### config.mk
export PLATFORM = sky130hd
export DESIGN_NAME = seven_seg_scanner
export DESIGN_NICKNAME = d
export VERILOG_FILES = /design/src/rtl/seven_seg_scanner.sv
export SDC_FILE = /design/constraint.sdc
export NUM_CORES = 1
export LEC_CHECK = 0
export ABC_AREA = 1
export BUFFER_PORTS_ARGS = -buffer_cell sky130_fd_sc_hd__buf_2
export CAP_MARGIN = 20
export CORE_ASPECT_RATIO = 0.75
export CORE_MARGIN = 2
export CORE_UTILIZATION = 63
export DETAILED_ROUTE_END_ITERATION = 10
export PLACE_DENSITY = 0.85
export REMOVE_ABC_BUFFERS = 1
export SLEW_MARGIN = 20
export SYNTH_ARGS = -nofsm -noshare
export SYNTH_HDL_FRONTEND = slang
export SYNTH_SLANG_ARGS = --single-unit
export TNS_END_PERCENT = 50
### constraint.sdc
create_clock -name clk -period 3.7 [get_ports clk]
set_input_delay 0.925 -clock clk [delete_from_list [all_inputs] [get_ports clk]]
set_output_delay 0.925 -clock clk [all_outputs]
set_load 0.01 [all_outputs]
### src/rtl/seven_seg_scanner.sv
// Time-multiplexed common-anode display scanner with shadowed, tear-free value updates.
// Optional build macro LEADING_ZERO_BLANK_EN suppresses leading-zero digits (digit 0 always lit).
module seven_seg_scanner #(
  parameter int NUM_DIGITS   = 4,
  parameter int DWELL        = 1000,
  parameter int BLANK_CYCLES = 50
) (
  input  logic                    clk,
  input  logic                    rst_n,
  input  logic [4*NUM_DIGITS-1:0] value_in,
  input  logic [NUM_DIGITS-1:0]   dp_in,
  input  logic                    load,
  output logic [3:0]              nibble_out,
  output logic [NUM_DIGITS-1:0]   digit_n,
  output logic                    dp_n,
  output logic                    pending,
  output logic                    frame_start
);

  localparam int IW   = $clog2(NUM_DIGITS);
  localparam int CMAX = (DWELL > BLANK_CYCLES) ? DWELL : BLANK_CYCLES;
  localparam int CW   = $clog2(CMAX + 1);
  localparam logic [CW-1:0] DW_LAST  = CW'(DWELL - 1);
  localparam logic [CW-1:0] BL_LAST  = (BLANK_CYCLES > 0) ? CW'(BLANK_CYCLES - 1) : '0;
  localparam logic [IW-1:0] IDX_LAST = IW'(NUM_DIGITS - 1);

  typedef enum logic {SHOW, BLANK} state_t;

  state_t                       state_q, state_d;
  logic                         run_q, run_d;
  logic [IW-1:0]                idx_q, idx_d;
  logic [CW-1:0]                cnt_q, cnt_d;
  logic [NUM_DIGITS-1:0][3:0]   act_q, act_d, shd_q, shd_d;
  logic [NUM_DIGITS-1:0]        actdp_q, actdp_d, shddp_q, shddp_d;
  logic                         pend_d;
  logic                         adv, boundary;
  logic [NUM_DIGITS-1:0]        sup;
  logic [3:0]                   nib_d;
  logic [NUM_DIGITS-1:0]        dig_d;
  logic                         dp_d, fs_d;

  always_ff @(posedge clk or negedge rst_n) begin
    if (!rst_n) begin
      state_q     <= SHOW;
      run_q       <= 1'b0;
      idx_q       <= '0;
      cnt_q       <= '0;
      act_q       <= '0;
      shd_q       <= '0;
      actdp_q     <= '0;
      shddp_q     <= '0;
      pending     <= 1'b0;
      nibble_out  <= 4'h0;
      digit_n     <= '1;
      dp_n        <= 1'b1;
      frame_start <= 1'b0;
    end else begin
      state_q     <= state_d;
      run_q       <= run_d;
      idx_q       <= idx_d;
      cnt_q       <= cnt_d;
      act_q       <= act_d;
      shd_q       <= shd_d;
      actdp_q     <= actdp_d;
      shddp_q     <= shddp_d;
      pending     <= pend_d;
      nibble_out  <= nib_d;
      digit_n     <= dig_d;
      dp_n        <= dp_d;
      frame_start <= fs_d;
    end
  end

  // run_q=0 is the post-reset idle: the first clock starts slot 0 and counts as a frame boundary.
  always_comb begin
    state_d = state_q;
    idx_d   = idx_q;
    cnt_d   = cnt_q;
    run_d   = 1'b1;
    adv     = 1'b0;
    if (run_q) begin
      if (state_q == SHOW) begin
        if (cnt_q == DW_LAST) begin
          cnt_d = '0;
          if (BLANK_CYCLES == 0) adv = 1'b1;
          else                   state_d = BLANK;
        end else begin
          cnt_d = cnt_q + CW'(1);
        end
      end else begin
        if (cnt_q == BL_LAST) begin
          cnt_d   = '0;
          state_d = SHOW;
          adv     = 1'b1;
        end else begin
          cnt_d = cnt_q + CW'(1);
        end
      end
    end
    boundary = !run_q || (adv && (idx_q == IDX_LAST));
    if (adv) idx_d = (idx_q == IDX_LAST) ? '0 : idx_q + IW'(1);

    act_d   = act_q;
    actdp_d = actdp_q;
    shd_d   = shd_q;
    shddp_d = shddp_q;
    pend_d  = pending;
    if (boundary && load) begin
      act_d   = value_in;
      actdp_d = dp_in;
      pend_d  = 1'b0;
    end else begin
      if (boundary && pending) begin
        act_d   = shd_q;
        actdp_d = shddp_q;
        pend_d  = 1'b0;
      end
      if (load) begin
        shd_d   = value_in;
        shddp_d = dp_in;
        pend_d  = 1'b1;
      end
    end
  end

  // Outputs are computed from next state so they line up with the registered slot.
  always_comb begin
    sup = '0;
`ifdef LEADING_ZERO_BLANK_EN
    sup[NUM_DIGITS-1] = (act_d[NUM_DIGITS-1] == 4'h0);
    for (int i = NUM_DIGITS - 2; i > 0; i--)
      sup[i] = sup[i+1] && (act_d[i] == 4'h0);
`endif
    nib_d = nibble_out;
    dig_d = '1;
    dp_d  = 1'b1;
    fs_d  = boundary;
    if (state_d == SHOW) begin
      nib_d = act_d[idx_d];
      if (!sup[idx_d]) begin
        dig_d[idx_d] = 1'b0;
        dp_d         = ~actdp_d[idx_d];
      end
    end
  end

endmodule
======== After elaboration in Yosys (flattened, before gate mapping) ========
Index checks and enable logic that the tools add are counted.
storage, ports and cells
  register bits after elaboration ......... 65
  bits in latches ......................... 0
  RAM bits ................................ 0
  memory bits (read-only) ................. 0
  output and inout port bits .............. 11
  logic and storage cells ................. 68
  memories kept ........................... 0
cells by class
  add/sub/neg operators ................... 2
  $mul .................................... 0
  div/mod/pow operators ................... 0
  order comparisons ....................... 2
  equality and inequality tests ........... 3
  shift-type cells ........................ 0
  mux-type cells .......................... 31
  bitwise gates (word level) .............. 3
  reduce and logical (&&, ||, !) cells .... 8
operator list
  operator               number
  $mux 16                2
  $mux 10                3
  $mux 4                 5
  $mux 1                 15
  $add 10x1->10 const B  1
  $eq 10x10->1 const B   1
  $eq 10x6->1 const B    1
  $bmux 4 s2             1
  $bmux 1 s2             2
  $logic_and 1x1->1      4
  $mux 2                 2
  $not 4->4              1
  $lt 2x3->1 const B     1
  $reduce_bool 3->1      1
  $add 2x1->2 const B    1
  $demux 1 s2            1
  $eq 2x2->1 const B     1
  $ge 2x1->1 const B     1
  $not 1->1              2
  $reduce_and 2->1       1
  $logic_not 1->1        1
  $logic_or 1x1->1       1

======== Depth between registers and ports, before layout ========
  depth in word-level cells ............... 14
  gate-level depth with buffers ........... 14
  mapped depth without buffers ............ 13

======== Worst setup path before layout ========
Ideal clock, no wire load.
  path type ............................... flip-flop to flip-flop
  start point ............................. reg cnt_q[1]
  end point ............................... reg nibble_out[3]
  arrival time ............................ 1641 ps
  required time ........................... 3583 ps
  path slack .............................. 1942 ps
  cell stages (with the launch flop) ...... 14
  path buffers ............................ 1
  cell sequence ........................... dfrtp_1 -> inv_1 -> ha_1 -> nand2_1 -> nor3_1 -> nand3_1 -> nand2_2 -> nand2_4 -> buf_6 -> or2_1 -> nand3_1 -> nand3_1 -> nor2_1 -> nor2_1
on the way
  cells in the longest elaborated chain, start to end .. 11
  elaborated cells on any way between the ends .. 18
RTL lines
  what                          line  text
  from (decl)                   32    logic [CW-1:0] cnt_q, cnt_d;
  from (signal assigned)        61    cnt_q <= cnt_d;
  $eq 10x6->1                   91    if (cnt_q == BL_LAST) begin
  $mux 1                        91
  $mux 1                        82    if (state_q == SHOW) begin
  $mux 1                        81    if (run_q) begin
  $logic_and 1x1->1             100   boundary = !run_q || (adv && (idx_q == IDX_LAST));
  $logic_or 1x1->1              100
  $logic_and 1x1->1             113   if (boundary && pending) begin
  $mux 16                       113
  $mux 16                       108   if (boundary && load) begin
  $bmux 4 s2                    139   nib_d = act_d[idx_d];
  $mux 4 (implied by the code)  139
  to (signal assigned)          67    nibble_out <= nib_d;
  to (decl)                     13    output logic [3:0] nibble_out,
Parallel ways exist; a longest one is shown, timed or not. The select of a mux whose other input is x is not followed.
A chain may end at the register's enable or synchronous reset.

======== Worst setup path after layout ========
  start point ............................. reg cnt_q[6]
  end point ............................... reg nibble_out[0]
Same word-level chain as after synthesis.

==> results.yml <==
outcome:
  status: "finished with violations"
  violations: "DRC"
routing:
  ant_nets: 0
  wl_per_cell_um: 14.4
  dr_total_vias: 2486
  drc: 4
  firstDrtPassIters: 8
  vias_per_cell: 5.61
  drt-total-wl_um: 6390
  drt-initial-drc-count: 226
hold_path:
  hp-class: "reg -> reg"
pwr:
  p_per_area_nw_per_um2: 480
  peakVddDrop_mv: 0.339
  p_leak_nw: 1.67
  internal-power_w: 0.00120
  fin_total_pwr_w: 0.00168
  combinationalPowerShare_pct: 16.5
  p_sw_w: 0.000482
  pwr-share-seq_pct: 52.7
  swShare_pct: 28.6
  p_clk_share_pct: 30.7
sta:
  fmax_ghz: 0.370
  whs_ns: 0.499
  slew_violations: 0
  max_slew_margin_pct: 47.3
  tightest_slew_ns: 0.791
  fin_crit_sh_pct: 73.0
  final-hold-violation-count: 0
  fin_worst_skew_ns: 0.0117
  fin_tns_setup_ns: 0
  rsz0062_at_grt: "false"
  period_needed_ns: 2.70
  setup_viol: 0
logic_synthesis:
  synth_edf_count: 0
  synth_seq_cells: 65
  syn_inst: 345
  synthArstFlopShare_pct: 100
  syn_area_per_cell_um2: 9.16
  synth.largest_area_cell: "dfrtp_1"
  synth_top_area_share_pct: 47.5
  synth.most_common_cell: "nand3_1"
  yosysUniqueCellTypes: 36
  synthTopCellsByArea: "dfrtp_1 48%, nand3_1 11%, mux2_2 7.1%, nand2_1 6.7%, dfstp_2 4.2%"
  synth_warnings: 0
  netlist_top_cells_count: "71 x nand3_1, 60 x dfrtp_1, 56 x nand2_1"
  seq_area_frac_synth_pct: 51.7
  ys.flop_type: "dfrtp_1"
  synth_area_um2: 3160
clock_tree:
  cts_buffers: 9
  cts_root_buf: "clkbuf_8"
  cts_setup_buffers: 0
  cts_hold_buf: 0
  tritoncts: "yes"
  cts_num_sinks: 65
  cts.path.max_buffers: 2
  clkTransAtPathRegs_ns: 0.07
  h-tree-depth: 3
  post_cts_resized: 0
  insertion_delay_ns: 0.35
grt:
  grt_max_degree: 66
  grt_pass1_vias: 2367
  grt-ovfl-total: 0
  grt_pass1_wl_um: 11300
  grt_usage_pct: 26.7
  antenna_found_initial: 0
critical_path:
  worstPathCellList: "nor2_1 > inv_1 > nor2_1 > nand3_1 > nand2_2 > nand2_1 > nand2_1 > nand3_1 > nand3_1 > nand3_1 > nor2_1 > nor2_1"
  critical_path_class: "reg -> reg"
  cp_max_fo: 25
  critPathMaxStageDelay_ns: 0.59
  cp-start-kind: "flop"
  cp.arrival_ns: 2.94
  cp.required_ns: 3.94
  cp-end-kind: "flop"
  cpMaxStageDelayCell: "nand2_1"
place:
  place.gp.congestion: 0.873
  hpwl_um: 4300
  port_buffers: 33
floorplan:
  placementRows: 22
  start_util_pct: 64.8
  dieArea_um2: 5600
  fp.dieH_um: 65.3
  ios: 34
  die_w_um: 85.8
  core_um2: 4870
layout:
  drive_above_1_share_pct: 21.9
  insertedDiodeCount: 0
  fin_nets: 404
  nFillCells: 373
  syn2layout_area_growth_pct: 11.1
run:
  maxCapViolations: 0
==> critical path, delay by kind of cell, from the launching register on <==
kind | cells | cell delay, ns
buf+inv | 1 | 0.07
flops | 1 | 0.42
simple gates | 11 | 2.11
==> kinds of logic after synthesis <==
kind of cell	count (synthesis)	synth area share, %
simple gates	207	31.3
flops	65	51.7
buf+inv	32	4.59
mux	21	7.45
compound gates	13	2.81
fa+ha+maj	3	1.19
xor+xnor	3	0.832
other cells	1	0.119
==> registers in the layout, summed over array words and instances (netlist names) <==
name and cells:
frame_start 1, run_q 1, cnt_q 10, shd_q 16, act_q 16, state_q 1, actdp_q 4, nibble_out 4
dp_n 1, shddp_q 4, idx_q 2, digit_n 4, pending 1
==> power groups by stage <==
stage	logic [W]	clock network [W]	registers (W)
6_report	0.000279	0.000517	0.000888
5_1_grt	0.000321	0.000560	0.000904
4_1_cts	0.000280	0.000531	0.000887
3_5_place_dp	0.000278	0	0.000898
3_3_place_gp	0.000266	0	0.000897
2_1_floorplan	0.000192	0	0.000889
==> routing by layer <==
| metal | global-route usage (%) | part of all wire [%] |
|---|---|---|
| met5 | 0 | 0 |
| met4 | 6.55 | 1.1 |
| met3 | 9.67 | 9.1 |
| met2 | 39.5 | 44 |
| met1 | 38.0 | 45 |
==> path summary, 6_finish.rpt <==
kind	from	end	slack, ns	cells after the start
setup / recovery	cnt_q[6]	nibble_out[0]	1.00	12
hold / removal	nibble_out[1]	nibble_out[1]	0.50	2
setup reg to reg	cnt_q[6]	nibble_out[0]	1.00	12
hold reg to reg	nibble_out[1]	nibble_out[1]	0.50	2
max in group asynchronous	rst_n	shddp_q[3]	2.44	2
min in group asynchronous	rst_n	frame_start	0.74	2
==> stage by stage <==
step | instances | util [%] | setup slack (ns) | instance area, um2
after floorplan | 331 | - | 1.22 | 3080
after global placement | 427 | 68.6 | 1.17 | 3340
after detailed placement | 427 | 68.6 | 1.03 | 3340
after CTS | 443 | 72.1 | 1.02 | 3510
after global routing | 443 | 72.1 | 0.676 | 3510
final | 443 | 72.1 | 1.00 | 3510
==> cells in the final DEF (no fill, tap or decap), types with 3 or more instances in the layout <==
| master | n |
|---|---|
| a21oi_1 | 3 |
| and2_1 | 18 |
| buf_2 | 33 |
| buf_4 | 3 |
| clkbuf_1 | 3 |
| clkbuf_8 | 10 |
| dfrtp_1 | 60 |
| dfstp_2 | 5 |
| ha_1 | 3 |
| inv_1 | 15 |
| mux2_2 | 20 |
| nand2_1 | 56 |
| nand3_1 | 71 |
| nor2_1 | 33 |
| nor3_1 | 4 |
| or2_0 | 10 |
| or2_1 | 6 |
| xor2_1 | 3 |
==> area by class of cell <==
class	count	area, um2	area share, %
multi-input combinational	248	1380	39.3
clock inverter	3	17.5	0.499
sequential	65	1630	46.5
tap	60	75.1	2.14
clock buffer	13	149	4.24
inverter	18	67.6	1.92
timing repair buffer	36	188	5.35
Power figures use the tool's default switching activity.
